--- src/rtl/encoder_8b10b_multi.sv ---
// Multi-lane 8b/10b encoder: NUM_LANES bytes per beat, running disparity
// chained lane 0 -> lane NUM_LANES-1 within a beat and carried across beats.
// One-deep registered output stage with valid/ready flow control.
module encoder_8b10b_multi #(
   parameter int NUM_LANES    = 4,
   parameter bit RD_RESET_NEG = 1'b1
) (
   input  logic                     clk_i,
   input  logic                     rst_i,
   input  logic                     in_valid_i,
   output logic                     in_ready_o,
   input  logic [8*NUM_LANES-1:0]   data_i,
   input  logic [NUM_LANES-1:0]     is_k_i,
   input  logic                     rd_load_i,
   input  logic                     rd_neg_i,
   output logic                     out_valid_o,
   input  logic                     out_ready_i,
   output logic [10*NUM_LANES-1:0]  symbols_o,
   output logic [NUM_LANES-1:0]     k_err_o,
   output logic                     rd_neg_o
);

   // 5b/6b table, RD- column (abcdei). RD+ form is the bitwise complement
   // for unbalanced codes and for D.7; other balanced codes are fixed.
   function automatic logic [5:0] lut6(input logic [4:0] x);
      logic [5:0] c;
      c = 6'b101011;
      case (x)
         5'd0:  c = 6'b100111;
         5'd1:  c = 6'b011101;
         5'd2:  c = 6'b101101;
         5'd3:  c = 6'b110001;
         5'd4:  c = 6'b110101;
         5'd5:  c = 6'b101001;
         5'd6:  c = 6'b011001;
         5'd7:  c = 6'b111000;
         5'd8:  c = 6'b111001;
         5'd9:  c = 6'b100101;
         5'd10: c = 6'b010101;
         5'd11: c = 6'b110100;
         5'd12: c = 6'b001101;
         5'd13: c = 6'b101100;
         5'd14: c = 6'b011100;
         5'd15: c = 6'b010111;
         5'd16: c = 6'b011011;
         5'd17: c = 6'b100011;
         5'd18: c = 6'b010011;
         5'd19: c = 6'b110010;
         5'd20: c = 6'b001011;
         5'd21: c = 6'b101010;
         5'd22: c = 6'b011010;
         5'd23: c = 6'b111010;
         5'd24: c = 6'b110011;
         5'd25: c = 6'b100110;
         5'd26: c = 6'b010110;
         5'd27: c = 6'b110110;
         5'd28: c = 6'b001110;
         5'd29: c = 6'b101110;
         5'd30: c = 6'b011110;
         default: c = 6'b101011;
      endcase
      return c;
   endfunction

   // 3b/4b data table (fghj), in the form used when the block RD is negative.
   // P7 is handled separately because of the A7 substitution.
   function automatic logic [3:0] lut4_data(input logic [2:0] y);
      logic [3:0] c;
      c = 4'b1110;
      case (y)
         3'd0: c = 4'b1011;
         3'd1: c = 4'b1001;
         3'd2: c = 4'b0101;
         3'd3: c = 4'b1100;
         3'd4: c = 4'b1101;
         3'd5: c = 4'b1010;
         3'd6: c = 4'b0110;
         default: c = 4'b1110;
      endcase
      return c;
   endfunction

   // 3b/4b for K28.y, block RD negative form. After 001111 the block RD is
   // always positive, so these are always complemented when emitted.
   function automatic logic [3:0] lut4_k28(input logic [2:0] y);
      logic [3:0] c;
      c = 4'b0111;
      case (y)
         3'd0: c = 4'b1011;
         3'd1: c = 4'b0110;
         3'd2: c = 4'b1010;
         3'd3: c = 4'b1100;
         3'd4: c = 4'b1101;
         3'd5: c = 4'b0101;
         3'd6: c = 4'b1001;
         default: c = 4'b0111;
      endcase
      return c;
   endfunction

   function automatic logic [2:0] ones6(input logic [5:0] c);
      logic [2:0] n;
      n = '0;
      for (int i = 0; i < 6; i++) begin
         n = n + {2'b00, c[i]};
      end
      return n;
   endfunction

   function automatic logic [2:0] ones4(input logic [3:0] c);
      logic [2:0] n;
      n = '0;
      for (int i = 0; i < 4; i++) begin
         n = n + {2'b00, c[i]};
      end
      return n;
   endfunction

   // Encode one byte. Result = {k_err, rd_neg_out, abcdei, fghj}.
   function automatic logic [11:0] enc_byte(
      input logic [7:0] b,
      input logic       k,
      input logic       rd_neg
   );
      logic [4:0] x;
      logic [2:0] y;
      logic       k_ok;
      logic       k28;
      logic       comp6;
      logic       comp4;
      logic       a7;
      logic       rd_mid;
      logic       rd_out;
      logic [5:0] base6;
      logic [5:0] code6;
      logic [3:0] base4;
      logic [3:0] code4;
      logic [2:0] n6;
      logic [2:0] n4;

      x     = b[4:0];
      y     = b[7:5];
      k_ok  = k && ((x == 5'd28) || (b == 8'hF7) || (b == 8'hFB) ||
                    (b == 8'hFD) || (b == 8'hFE));
      k28   = k_ok && (x == 5'd28);

      // 6b sub-block: alternate unbalanced codes and D.7 on RD+
      base6 = k28 ? 6'b001111 : lut6(x);
      comp6 = (ones6(base6) != 3'd3) || (!k28 && (x == 5'd7));
      code6 = (comp6 && !rd_neg) ? ~base6 : base6;
      n6    = ones6(code6);
      rd_mid = (n6 > 3'd3) ? 1'b0 : ((n6 < 3'd3) ? 1'b1 : rd_neg);

      // 4b sub-block: A7 for valid K.x.7 and for the run-length cases
      a7 = 1'b0;
      if (k28) begin
         base4 = lut4_k28(y);
         comp4 = 1'b1;
      end else if (y == 3'd7) begin
         a7 = k_ok ||
              (rd_mid && ((x == 5'd17) || (x == 5'd18) || (x == 5'd20))) ||
              (!rd_mid && ((x == 5'd11) || (x == 5'd13) || (x == 5'd14)));
         base4 = a7 ? 4'b0111 : 4'b1110;
         comp4 = 1'b1;
      end else begin
         base4 = lut4_data(y);
         comp4 = (y == 3'd0) || (y == 3'd3) || (y == 3'd4);
      end
      code4 = (comp4 && !rd_mid) ? ~base4 : base4;
      n4    = ones4(code4);
      rd_out = (n4 > 3'd2) ? 1'b0 : ((n4 < 3'd2) ? 1'b1 : rd_mid);

      return {k && !k_ok, rd_out, code6, code4};
   endfunction

   logic                     out_valid_q;
   logic [10*NUM_LANES-1:0]  symbols_q;
   logic [NUM_LANES-1:0]     k_err_q;
   logic                     rd_neg_q;

   logic [10*NUM_LANES-1:0]  symbols_d;
   logic [NUM_LANES-1:0]     k_err_d;
   logic [NUM_LANES:0]       rd_chain;
   logic                     accept;

   assign in_ready_o = !out_valid_q || out_ready_i;
   assign accept     = in_valid_i && in_ready_o;

   // A load coinciding with this beat overrides the stored RD for lane 0
   assign rd_chain[0] = rd_load_i ? rd_neg_i : rd_neg_q;

   generate
      for (genvar gi = 0; gi < NUM_LANES; gi++) begin : g_lane
         logic [11:0] res;
         assign res = enc_byte(data_i[8*gi +: 8], is_k_i[gi], rd_chain[gi]);
         assign symbols_d[10*gi +: 10] = res[9:0];
         assign rd_chain[gi+1]         = res[10];
         assign k_err_d[gi]            = res[11];
      end
   endgenerate

   // Output stage and stored RD; RD only moves on accept or explicit load
   always_ff @(posedge clk_i or posedge rst_i) begin
      if (rst_i) begin
         out_valid_q <= 1'b0;
         symbols_q   <= '0;
         k_err_q     <= '0;
         rd_neg_q    <= RD_RESET_NEG;
      end else if (accept) begin
         out_valid_q <= 1'b1;
         symbols_q   <= symbols_d;
         k_err_q     <= k_err_d;
         rd_neg_q    <= rd_chain[NUM_LANES];
      end else begin
         if (out_ready_i) begin
            out_valid_q <= 1'b0;
         end
         if (rd_load_i) begin
            rd_neg_q <= rd_neg_i;
         end
      end
   end

   assign out_valid_o = out_valid_q;
   assign symbols_o   = symbols_q;
   assign k_err_o     = k_err_q;
   assign rd_neg_o    = rd_neg_q;

endmodule

--- config.mk ---
export PLATFORM = sky130hd
export DESIGN_NAME = encoder_8b10b_multi
export DESIGN_NICKNAME = d
export VERILOG_FILES = /design/src/rtl/encoder_8b10b_multi.sv
export SDC_FILE = /design/constraint.sdc
export NUM_CORES = 1
export LEC_CHECK = 0
export BUFFER_PORTS_ARGS = -buffer_cell sky130_fd_sc_hd__clkbuf_2
export CAP_MARGIN = 5
export CORE_MARGIN = 5
export CORE_UTILIZATION = 55
export DETAILED_ROUTE_END_ITERATION = 7
export GPL_TIMING_DRIVEN = 0
export PLACE_DENSITY_LB_ADDON = 0.12
export SLEW_MARGIN = 40
export SYNTH_ARGS = -nofsm -noshare
export SYNTH_HDL_FRONTEND = slang
export SYNTH_SLANG_ARGS = --single-unit
--- constraint.sdc ---
create_clock -name clk_i -period 55.6 [get_ports clk_i]
set_input_delay 2.78 -clock clk_i [delete_from_list [all_inputs] [get_ports clk_i]]
set_output_delay 2.78 -clock clk_i [all_outputs]
set_load 0.02 [all_outputs]
==> impl_results.md <==
- Status: finished clean
- Synth warn: 0
- Clock Path Buffers: 2
- Gpl congestion: 0.875
- Critical Path Sink Type: register
- FF+latch area: approximately 0.0012 mm²
- Die Ht: between 100 and 150 µm
- Die area: approximately 0.013 mm²
- Clock tree root driver cell: clkbuf_8
- Num CTS Buffers: 5
- Worst Path Arrival: 25.48 ns
- Core area: 0.0104 mm²
- Initial Utilization: 0.569
- Hold Crit Start: k_err_o[3]
- Post-Syn Area: around 0.0059 mm²
- Min Clock Period, post-route: roughly 25 ns
- Min-Delay Path Depth: 2
- Final hold vios: 0
- EDFF count, synth: 0
- Grt ovf: 0
- Top_reg_cell synth: dfrtp_1
- Final setup TNS: 0 ns
- Start point of the critical path: data_i[1]
- Post-synthesis cell count: about 740
- Row count: 37
- Vias/cell: a little under 6
- Crit start category: primary input
- PostCTS Resize Cnt: 0
- Vias post-DR: roughly 5.7k
- Clock insertion delay at the later pin of the skew report: 0.31 ns
- Slew Viols, Final: 0
- # IOs: approximately 90
- # port buffers: 79
- Register-to-Register Path Depth: between 70 and 80
- Layout Skew: between 0.007 and 0.008 ns
- FF-to-FF End: rd_neg_o
- Synth top area cells: dfrtp_1 (19%), ha_1 (12%), fa_1 (8.1%), nand2_1 (5.6%), o21ai_0 (4.1%)
- Area leader, netlist: dfrtp_1
- Hold Buf Count CTS: 0
- #FFs+latches synth: 46
- Synth top area share: 0.190
- Avg WL per Cell: 15.7 µm
- RSZ-0062 raised after global routing: no
- Overall routing resource usage: 0.233
- CP max-delay cell: o31ai_2
- Pre-antenna DRT Iters: 5
- Flop-to-flop setup slack: ~36 ns
- Post-synthesis sequential area ratio: 0.195
- Final setup viols: 0
- Util after Layout: 0.636
- Worst Max-Slew Pin Slew: roughly 0.77 ns
- Post-synth ARST share: 1.00
- Post-CTS setup buffers: 0
- H-tree depth: 2
- Share of cells above drive strength 1: 0.164
- Fin nets: roughly 950
- Setup Slack @ Placement: 30.19 ns
- Worst Hold Path EP: k_err_o[3]
- Syn_nets: between 800 and 900
- PnR worst setup slack: 30.35 ns
- Post-DP HPWL: around 12000 µm
- Area delta synth->final: 11.8%
- Largest net degree at the start of global routing: 39
- Worst setup path category: primary input to register
- Worst EP required: between 50 and 60 ns
- CP peak stage delay: around 0.70 ns
- Critical register-to-register path startpoint: rd_neg_o
- Fin crit share: 0.454
- Most frequent CP cell: ha_1
- Die Span X: 114 µm
- Initial antenna violation count: 0
- Antenna Cells: 0
- Filler Cell Count: 940
- Global-route wire length before repair: between 20000 and 30000 µm
- Syn_area_per_cell: around 8.0 µm²
- Iteration-0 DRC Markers: ~430
- HP Class: register to register
- # DRC: 0
- CTS tree: yes
- Slew margin rel.: 0.480
- Post-synth cell types: between 60 and 70
- Number of routed nets with antenna violations: 0
- Combined area of the multi-input logic cells: 0.00436 mm²
- Max-Cap Viols: 0
- Clock sink count: 46
- Fin Hold WS: around 0.48 ns
- Routed WL: 15100 µm
- Vias in the first global route: between 5k and 6k
- Register clock-pin slew on the reported worst setup and hold paths: around 0.10 ns
- CP Max Fanout: 10
- Fmax: between 30 and 40 MHz
[cell families after synthesis]
| kind of cell | Yosys count | synth area share |
|---|---|---|
| xor+xnor | 33 | 0.0488 |
| buf+inv | 105 | 0.0697 |
| mux | 36 | 0.0699 |
| compound gates | 195 | 0.219 |
| simple gates | 234 | 0.186 |
| flops | 46 | 0.195 |
| fa+ha+maj | 87 | 0.213 |
[area by class of cell]
type	count	share of cell area
plain buffers	48	0.0300
inverters	57	0.0327
clock inverters	3	0.00661
flip-flops and latches	46	0.174
multi-input cells	585	0.658
well taps	136	0.0257
repair buffers	80	0.0627
clock buffers	5	0.0104
[critical path: cells and delay by family]
family                     cells  cell delay [ns]
muxes                          1             0.22
and+or+nand+nor               15             3.70
xor gates and xnor gates       5             1.06
buffers and inverters         14             1.63
AOI/OAI and AO/OA             21             4.30
adders and majority gates     33            11.77
[cells in the mapped netlist (all sizes together) (4+ instances only)]
library cell / number
nand2: 88
ha: 59
inv: 56
nor2: 53
o21ai: 51
dfrtp: 45
a21oi: 42
clkbuf: 34
fa: 24
mux2: 23
xnor2: 23
a31oi: 18
nor3: 18
nand3: 17
buf: 14
a211oi: 12
mux2i: 11
and3: 10
nand2b: 10
xor2: 10
nor2b: 9
o211ai: 8
and2: 7
o22ai: 7
nand3b: 6
a211o: 5
o311a: 5
o31ai: 5
a221oi: 4
a311oi: 4
maj3: 4
[routing by layer]
metal,wire length (µm),up-vias,track usage
met3,688,22,0.0170
met5,0,-,0
met2,7370,176,0.403
met1,6700,2717,0.314
met4,294,0,0.0673
li1,-,2763,-
[worst max-delay path by stage]
stage | endpoint | slack (ns) | cells past startpoint
3_5_place_dp | rd_neg_o | 30.19 | 89
5_1_grt | rd_neg_o | 29.05 | 89
3_3_place_gp | rd_neg_o | 30.58 | 89
2_1_floorplan | rd_neg_o | 32.36 | 88
6_report | rd_neg_o | 30.35 | 89
4_1_cts | rd_neg_o | 30.43 | 89
[stage by stage]
step	std cells	area (µm²)
2_1_floorplan	736	5920
3_3_place_gp	951	6490
3_5_place_dp	952	6510
4_1_cts	960	6620
5_1_grt	960	6620
6_report	960	6620
[state kept, by name (all words and copies together) (netlist names)]
name,cells
k_err_o,4
symbols_o,40
rd_neg_o,1
out_valid_o,1
[layout by cell type, fill, tap and decap left out, types with 5 or more instances in the layout]
master / count
a31oi_1: 18
nand2b_1: 10
o22ai_1: 7
mux2i_1: 11
inv_1: 55
nand2_1: 88
clkbuf_8: 5
nor3_1: 18
clkbuf_1: 34
and3_1: 10
nor2b_1: 9
o21ai_0: 48
a21oi_1: 42
and2_1: 7
dfrtp_1: 45
xor2_1: 10
mux2_2: 21
a211oi_1: 12
o211ai_1: 8
nand3_1: 17
ha_1: 59
fa_1: 24
xnor2_1: 23
nand3b_1: 6
a211o_1: 5
o311a_1: 5
buf_2: 9
clkbuf_2: 79
nor2_1: 53
Power is left out: the tool's default activity adds up to more than one toggle a clock period on the data nets, which glitch-free logic cannot reach.
